[config.mk]
export PLATFORM = sky130hd
export DESIGN_NAME = traffic_sensor_conditioner_flat
export DESIGN_NICKNAME = d
export VERILOG_FILES = /design/src/rtl/traffic_sensor_conditioner_if.sv /design/src/rtl/traffic_sensor_conditioner.sv /design/src/flat_wrapper.sv
export SDC_FILE = /design/constraint.sdc
export NUM_CORES = 1
export LEC_CHECK = 0
export BUFFER_PORTS_ARGS = -buffer_cell sky130_fd_sc_hd__buf_2
export CORE_UTILIZATION = 56
export CTS_CLUSTER_SIZE = 25
export DETAILED_ROUTE_END_ITERATION = 10
export PLACE_DENSITY = 0.76
export SLEW_MARGIN = 20
export SYNTH_ARGS = -nofsm -noshare
export SYNTH_HDL_FRONTEND = slang
export SYNTH_SLANG_ARGS = --single-unit
[constraint.sdc]
create_clock -name clk -period 1.96 [get_ports clk]
set_input_delay 0.098 -clock clk [delete_from_list [all_inputs] [get_ports clk]]
set_output_delay 0.098 -clock clk [all_outputs]
set_load 0.02 [all_outputs]
[src/rtl/traffic_sensor_conditioner_if.sv]
// Signal bundle between the sensor front-end and its environment: raw
// detector inputs and the controller's E/W light state flow in, conditioned
// requests and the preemption event count flow out.
interface traffic_sensor_conditioner_if;
  logic       raw_ew_loop;
  logic       raw_emgcy;
  logic [2:0] ew_light;      // OFF=0, RED=1, YELLOW=2, GREEN=3, PRE_GREEN=4
  logic       ew_sensor;
  logic       emgcy_sensor;
  logic [7:0] emgcy_count;

  // Environment side: drives the raw inputs and the current light.
  modport master (
    output raw_ew_loop,
    output raw_emgcy,
    output ew_light,
    input  ew_sensor,
    input  emgcy_sensor,
    input  emgcy_count
  );

  // Conditioner side.
  modport slave (
    input  raw_ew_loop,
    input  raw_emgcy,
    input  ew_light,
    output ew_sensor,
    output emgcy_sensor,
    output emgcy_count
  );
endinterface

[src/rtl/traffic_sensor_conditioner.sv]
// Front-end for the traffic light controller: synchronizes and debounces the
// E/W loop detector and the emergency receiver, latches an E/W service
// request until the E/W approach goes green, stretches emergency preemption
// by a hold time and counts preemption events (saturating).
module traffic_sensor_conditioner #(
  parameter int DEBOUNCE   = 4,   // 1..15
  parameter int EMGCY_HOLD = 8    // 1..255
) (
  input  logic                         clk,
  input  logic                         reset,
  traffic_sensor_conditioner_if.slave  bus
);

  localparam logic [2:0] LIGHT_RED   = 3'd1;
  localparam logic [2:0] LIGHT_GREEN = 3'd3;
  localparam logic [3:0] DEB_LAST    = 4'(DEBOUNCE - 1);
  localparam logic [7:0] HOLD_LAST   = 8'(EMGCY_HOLD - 1);
  localparam logic [7:0] COUNT_MAX   = 8'hFF;

  // Path 0 is the E/W loop, path 1 the emergency receiver.
  logic [1:0] raw_vec;
  logic [1:0] f_vec;

  assign raw_vec = {bus.raw_emgcy, bus.raw_ew_loop};

  generate
    for (genvar gi = 0; gi < 2; gi++) begin : g_path
      logic       s1_reg;
      logic       s2_reg;
      logic       f_reg;
      logic [3:0] cnt_reg;

      // Two-flop synchronizer followed by a consecutive-difference debounce filter.
      always_ff @(posedge clk) begin
        if (reset) begin
          s1_reg  <= 1'b0;
          s2_reg  <= 1'b0;
          f_reg   <= 1'b0;
          cnt_reg <= 4'd0;
        end else begin
          s1_reg <= raw_vec[gi];
          s2_reg <= s1_reg;
          if (s2_reg == f_reg) begin
            cnt_reg <= 4'd0;
          end else if (cnt_reg == DEB_LAST) begin
            f_reg   <= s2_reg;
            cnt_reg <= 4'd0;
          end else begin
            cnt_reg <= cnt_reg + 4'd1;
          end
        end
      end

      assign f_vec[gi] = f_reg;
    end
  endgenerate

  logic f_ew;
  logic f_em;

  assign f_ew = f_vec[0];
  assign f_em = f_vec[1];

  // ---------------------------------------------------------------------------
  // E/W service request latch
  // ---------------------------------------------------------------------------
  logic       f_ew_prev_reg;
  logic [2:0] ew_light_prev_reg;
  logic       ew_sensor_reg;

  // Green clears unconditionally; a new car or a car left waiting when green ends sets the request.
  always_ff @(posedge clk) begin
    if (reset) begin
      f_ew_prev_reg     <= 1'b0;
      ew_light_prev_reg <= LIGHT_RED;
      ew_sensor_reg     <= 1'b0;
    end else begin
      f_ew_prev_reg     <= f_ew;
      ew_light_prev_reg <= bus.ew_light;
      if (bus.ew_light == LIGHT_GREEN) begin
        ew_sensor_reg <= 1'b0;
      end else if (f_ew && !f_ew_prev_reg) begin
        ew_sensor_reg <= 1'b1;
      end else if ((ew_light_prev_reg == LIGHT_GREEN) && f_ew) begin
        ew_sensor_reg <= 1'b1;
      end
    end
  end

  // ---------------------------------------------------------------------------
  // Emergency preemption FSM
  // ---------------------------------------------------------------------------
  typedef enum logic [1:0] {
    E_IDLE,
    E_ACTIVE,
    E_HOLD
  } em_state_t;

  em_state_t  em_state_reg;
  logic [7:0] hold_cnt_reg;
  logic       emgcy_sensor_reg;
  logic [7:0] emgcy_count_reg;

  // A drop-out shorter than the hold time rejoins the same event, so only IDLE->ACTIVE counts.
  always_ff @(posedge clk) begin
    if (reset) begin
      em_state_reg     <= E_IDLE;
      hold_cnt_reg     <= 8'd0;
      emgcy_sensor_reg <= 1'b0;
      emgcy_count_reg  <= 8'd0;
    end else begin
      case (em_state_reg)
        E_IDLE: begin
          if (f_em) begin
            em_state_reg     <= E_ACTIVE;
            emgcy_sensor_reg <= 1'b1;
            if (emgcy_count_reg != COUNT_MAX) begin
              emgcy_count_reg <= emgcy_count_reg + 8'd1;
            end
          end
        end
        E_ACTIVE: begin
          if (!f_em) begin
            em_state_reg <= E_HOLD;
            hold_cnt_reg <= HOLD_LAST;
          end
        end
        E_HOLD: begin
          if (f_em) begin
            em_state_reg <= E_ACTIVE;
          end else if (hold_cnt_reg == 8'd0) begin
            em_state_reg     <= E_IDLE;
            emgcy_sensor_reg <= 1'b0;
          end else begin
            hold_cnt_reg <= hold_cnt_reg - 8'd1;
          end
        end
        default: begin
          em_state_reg     <= E_IDLE;
          emgcy_sensor_reg <= 1'b0;
        end
      endcase
    end
  end

  assign bus.ew_sensor    = ew_sensor_reg;
  assign bus.emgcy_sensor = emgcy_sensor_reg;
  assign bus.emgcy_count  = emgcy_count_reg;

endmodule

[src/flat_wrapper.sv]
// flat-port wrapper written by rule: the top's interface ports become plain ports
module traffic_sensor_conditioner_flat 
#(
  parameter int DEBOUNCE   = 4,           
  parameter int EMGCY_HOLD = 8             
)
  (clk, reset, bus_raw_ew_loop, bus_raw_emgcy, bus_ew_light, bus_ew_sensor, bus_emgcy_sensor, bus_emgcy_count);
  traffic_sensor_conditioner_if bus_i ();
  input  logic clk;
  input  logic reset;
  input wire logic [$bits(bus_i.raw_ew_loop)-1:0] bus_raw_ew_loop;
  input wire logic [$bits(bus_i.raw_emgcy)-1:0] bus_raw_emgcy;
  input wire logic [$bits(bus_i.ew_light)-1:0] bus_ew_light;
  output wire logic [$bits(bus_i.ew_sensor)-1:0] bus_ew_sensor;
  output wire logic [$bits(bus_i.emgcy_sensor)-1:0] bus_emgcy_sensor;
  output wire logic [$bits(bus_i.emgcy_count)-1:0] bus_emgcy_count;
  assign bus_i.raw_ew_loop = bus_raw_ew_loop;
  assign bus_i.raw_emgcy = bus_raw_emgcy;
  assign bus_i.ew_light = bus_ew_light;
  assign bus_ew_sensor = bus_i.ew_sensor;
  assign bus_emgcy_sensor = bus_i.emgcy_sensor;
  assign bus_emgcy_count = bus_i.emgcy_count;
  traffic_sensor_conditioner #(.DEBOUNCE(DEBOUNCE), .EMGCY_HOLD(EMGCY_HOLD)) u_core (.clk(clk), .reset(reset), .bus(bus_i));
endmodule
* Word-level counts from Yosys, hierarchy flattened
Cells that the tools add are included.
** Cells by class
- Add/sub/neg operators :: 4
- Eq/ne operators :: 15
- Muxes and demuxes :: 15
- Bitwise operators :: 3
- Reductions and logical operators :: 16
** Operators with widths (count)
- $mux 8 :: 3
- $pmux 8 s2 :: 1
- $add 4x1->4 const B :: 2
- $add 8x1->8 const B :: 1
- $eq 4x2->1 const B :: 2
- $logic_not 8->1 :: 1
- $mux 2 :: 4
- $ne 8x8->1 const B :: 1
- $reduce_and 4->1 :: 2
- $sub 8x1->8 const B :: 1
- $eq 3x2->1 const B :: 2
- $ne 2x2->1 const B :: 3
- $pmux 2 s3 :: 1
- $reduce_and 3->1 :: 2
- $reduce_or 3->1 :: 2
- $mux 1 :: 5
- $ne 2x1->1 const B :: 2
- $reduce_and 2->1 :: 2
- $reduce_bool 2->1 :: 2
- $ne 3x1->1 const B :: 1
- $not 1->1 :: 3
- $pmux 1 s3 :: 1
- $eq 1x1->1 :: 2
- $eq 2x1->1 const B :: 1
- 5 further kinds :: 6
** Word-level totals
- Register bits :: 38
- Input bits :: 7
- Output and inout bits :: 10
- Logic and storage cells :: 68

* Depth between registers and ports, before layout
- Depth after elaboration :: 4
- Gate-level depth with buffers :: 6
- Mapped depth without buffers :: 6

* Worst setup path before layout
Ideal clock, no wire load.
- Path type :: register to register
- Start point :: reg u_core.hold_cnt_reg[0]
- End point :: reg u_core.hold_cnt_reg[5]
- Setup time :: 0.072 ns
- Arrival :: 1.582 ns
- Setup slack :: 0.306 ns
- Cell stages (with the launch flop) :: 7
- Buffers on the path :: 0
- Period minus slack after synthesis :: 1.654 ns
- Cell sequence :: dfxtp_1 -> inv_1 -> ha_1 -> or4bb_1 -> o211a_1 -> nand4b_1 -> mux2i_1
** Between the ends
- Word-level cells in the longest chain between the ends :: 4
- Elaborated cells between the ends (all ways) :: 7
** RTL lines
- start, declared :: RTL line traffic_sensor_conditioner.sv:100 : logic [7:0] hold_cnt_reg;
- start signal, assigned :: RTL line traffic_sensor_conditioner.sv:135 : hold_cnt_reg <= hold_cnt_reg - 8'd1;
- $sub 8x1->8 :: RTL line traffic_sensor_conditioner.sv:135
- $mux 8 :: RTL line traffic_sensor_conditioner.sv:131 : end else if (hold_cnt_reg == 8'd0) begin
- $mux 8 :: RTL line traffic_sensor_conditioner.sv:129 : if (f_em) begin
- $pmux 8 s2 :: RTL line traffic_sensor_conditioner.sv:112 : case (em_state_reg)
Parallel ways exist; a longest one is shown, timed or not. The select of a mux whose other input is x is not followed.
A chain may end at the register's enable or synchronous reset.

* Worst setup path in the final report
- Start point :: reg u_core.hold_cnt_reg[0]
- End point :: reg u_core.hold_cnt_reg[6]
Same word-level chain as after synthesis.

==> flow_summary.json <==
{
  "status": "finished, final reports clean",
  "yosys.area_share.simple_pct": 25.39,
  "r2r-start": "u_core.hold_cnt_reg[0]$_SDFFE_PP0P_",
  "cts_buffers": 5,
  "cts_sinks": 38,
  "rsz0062_at_grt": "false",
  "pwr-share-clk_pct": 34.0,
  "leakage_nw": 0.7254,
  "synth_top_family_by_area": "simple AND/OR/NAND/NOR gates",
  "period_share_pct": 97.54,
  "drt_iter0_drc": 40,
  "synth-seq-cells": 38,
  "grt_max_degree": 32,
  "switching_share_pct": 21.96,
  "crit_fanout": 5,
  "cp.required_ns": 2.21,
  "final_cell_mix": "38 x dfxtp_1, 24 x nor2_1, 16 x buf_2",
  "worst_path_dominant_cell_family": "simple AND/OR/NAND/NOR gates",
  "synth.avg_cell_area_um2": 9.536,
  "synth_top_cell_area_share_pct": 47.20,
  "slew_viol_final": 0,
  "finalWirelength_um": 2985,
  "slew_headroom_pct": 65.44,
  "first_pass_iters": 4,
  "initial_core_util_pct": 58.95,
  "synth_area_um2": 1612,
  "core_um2": 2734,
  "grt_overflow_total": 0,
  "hpwlAfterDp_um": 2120,
  "yosys-top-cells-area": "dfxtp_1 47%, nor2_1 5.6%, ha_1 3.9%",
  "p_int_mw": 0.9726,
  "place_congestion": 0.8065,
  "grt_pass1_vias": 1236,
  "dieWidth_um": 55.65,
  "p_sw_mw": 0.2737,
  "r2r.worst_path.cells": 6,
  "yosysTopAreaCell": "dfxtp_1",
  "worstHoldEndpoint": "u_core.bus.emgcy_count[6]$_SDFFE_PP0P_",
  "synthFlopType": "dfxtp_1",
  "skew_ns": 0.009338,
  "port_buffers": 16,
  "placementRows": 19,
  "worstSetupEndpointType": "flop",
  "synth_edf_count": 0,
  "die_area_um2": 3096,
  "hp-start": "reset",
  "worst_slew_pin_slew_ns": 0.5173,
  "vias": 1276,
  "drc": 0,
  "finalCriticalPeriod_ns": 1.912,
  "drive_gt1_share_pct": 15.38,
  "ys_types": 42,
  "syn-num-nets": 181,
  "grt_pass1_wl_um": 5223,
  "p_total_mw": 1.246,
  "reg2reg_to": "u_core.hold_cnt_reg[6]$_SDFFE_PP0P_",
  "setup_viol": 0,
  "p_per_area_nw_per_um2": 679.0,
  "path_cells": "inv_1, ha_1, or4bb_1, o211a_1, nand3_1, mux2i_1",
  "ir_drop_mv": 0.6111,
  "ys_warn_count": 0,
  "nets": 206,
  "track_usage_pct": 21.54,
  "syn_inst": 169,
  "viasPerCell": 5.646,
  "worst_setup_path_start_kind": "flop",
  "cap_violations": 0,
  "max_freq_mhz": 523.0,
  "wl_per_cell_um": 13.21,
  "p_comb_share_pct": 3.1,
  "crit_start": "u_core.hold_cnt_reg[0]$_SDFFE_PP0P_",
  "clk_pin_slew_worst_paths_ns": 0.12,
  "crit_slowest_cell": "or4bb_1",
  "area_delta_synth_final_pct": 13.90,
  "cts_root_buf": "clkbuf_4",
  "finalSetupTns_ns": 0,
  "synth_compound_area_share_pct": 10.71,
  "sequentialPowerShare_pct": 62.9,
  "critPathBufInv": 1,
  "antenna_left": 0,
  "clk_latency_ns": 0.33,
  "htree_levels": 2,
  "postSynth.asyncResetShare_pct": 0,
  "slowest_delay_ns": 0.54,
  "yosysSeqAreaShare_pct": 47.20,
  "synth_xor_area_share_pct": 6.444,
  "cts_tree": "built",
  "cts.path.max_buffers": 2,
  "hold_viol": 0,
  "die_h_um": 55.65,
  "n_antenna_cell": 0,
  "layout_commonest_cell": "dfxtp_1",
  "hold_class": "in2reg",
  "holdPathStages": 2,
  "arrival_ns": 2.16,
  "antenna_found_initial": 0,
  "cts_resized": 0,
  "io_pins": 17,
  "regToRegSetupSlack_ns": 0.05,
  "synthAdderAreaFrac_pct": 3.882,
  "critical_path_class": "reg2reg",
  "synth.area.mux_share_pct": 3.727
}
## routing by layer
layer	share of wire (%)	routed length [um]	track usage (%)	vias up
met1	43	1283	24.43	586
met3	4.4	130	5.814	9
met2	50	1500	36.83	34
met4	2.4	72	11.43	0
li1	-	-	-	647
met5	0	0	0	-
## how the worst max path moves through the flow
stage                                          end  slack, ns  cells past startpoint
4_1_cts        u_core.hold_cnt_reg[6]$_SDFFE_PP0P_       0.07                      6
6_report       u_core.hold_cnt_reg[6]$_SDFFE_PP0P_       0.05                      6
3_3_place_gp   u_core.hold_cnt_reg[5]$_SDFFE_PP0P_       0.25                      6
2_1_floorplan  u_core.hold_cnt_reg[5]$_SDFFE_PP0P_       0.31                      6
5_1_grt        u_core.hold_cnt_reg[6]$_SDFFE_PP0P_      0.002                      6
3_5_place_dp   u_core.hold_cnt_reg[5]$_SDFFE_PP0P_       0.17                      6
## cell families (layout without fill, tap and decap cells)
family | Yosys count | count (layout)
buffers and inverters | 11 | 37
flip-flops | 38 | 38
adder cells (fa/ha/maj) | 5 | 5
XOR/XNOR | 11 | 11
AND/OR/NAND/NOR | 74 | 74
multiplexers | 6 | 6
AO/OA/AOI/OAI | 24 | 24
## Yosys cell counts, types with 2 or more instances
cell	count
nor2_1	24
xnor2_1	6
a211oi_1	6
dfxtp_1	38
nor3_1	2
a21oi_1	6
o21ai_0	2
or3_1	6
clkbuf_1	3
nand2_1	9
nand4b_1	2
inv_1	7
nor3b_1	4
ha_1	5
nor2b_1	7
a21boi_1	2
nand4_1	2
nand3_1	6
mux2i_1	6
xor2_1	4
## timing repair
item / 4_1_cts / 5_1_grt
endpoints found under the hold margin: 5 / 0
endpoints found under the setup margin: 0 / 0
buffers inserted: 0 / 0
hold buffers: 5 / 0
## cell type report
type                       count  area (um^2)
timing repair buffer          22        137.6
clock buffer                   6        51.30
fill                         214        898.4
tap                           31        38.79
sequential                    38        760.7
multi-input combinational    120        808.3
inverter                       7        26.28
clock inverter                 2        12.51
## power by group through the flow
stage	combinational (mW)	clock [mW]	sequential, mW
CTS	0.0380	0.439	0.784
floorplan	0.0208	0	0.800
global route	0.0430	0.466	0.785
global placement	0.0291	0	0.801
finish	0.0384	0.424	0.784
detailed placement	0.0306	0	0.801
## per-stage QoR
step / cell area (um^2) / std cells / hold slack, ns / utilization, % / worst slack, ns
floorplan: 1612 / 169 / 0.2018 / - / 0.3064
global placement: 1722 / 213 / 0.2988 / 62.97 / 0.2547
detailed placement: 1722 / 213 / 0.3047 / 62.97 / 0.1712
CTS: 1836 / 226 / 0.1900 / 67.14 / 0.07318
global route: 1836 / 226 / 0.2165 / 67.14 / 0.001708
finish: 1836 / 226 / 0.2049 / 67.14 / 0.04812
Power figures use the tool's default switching activity.
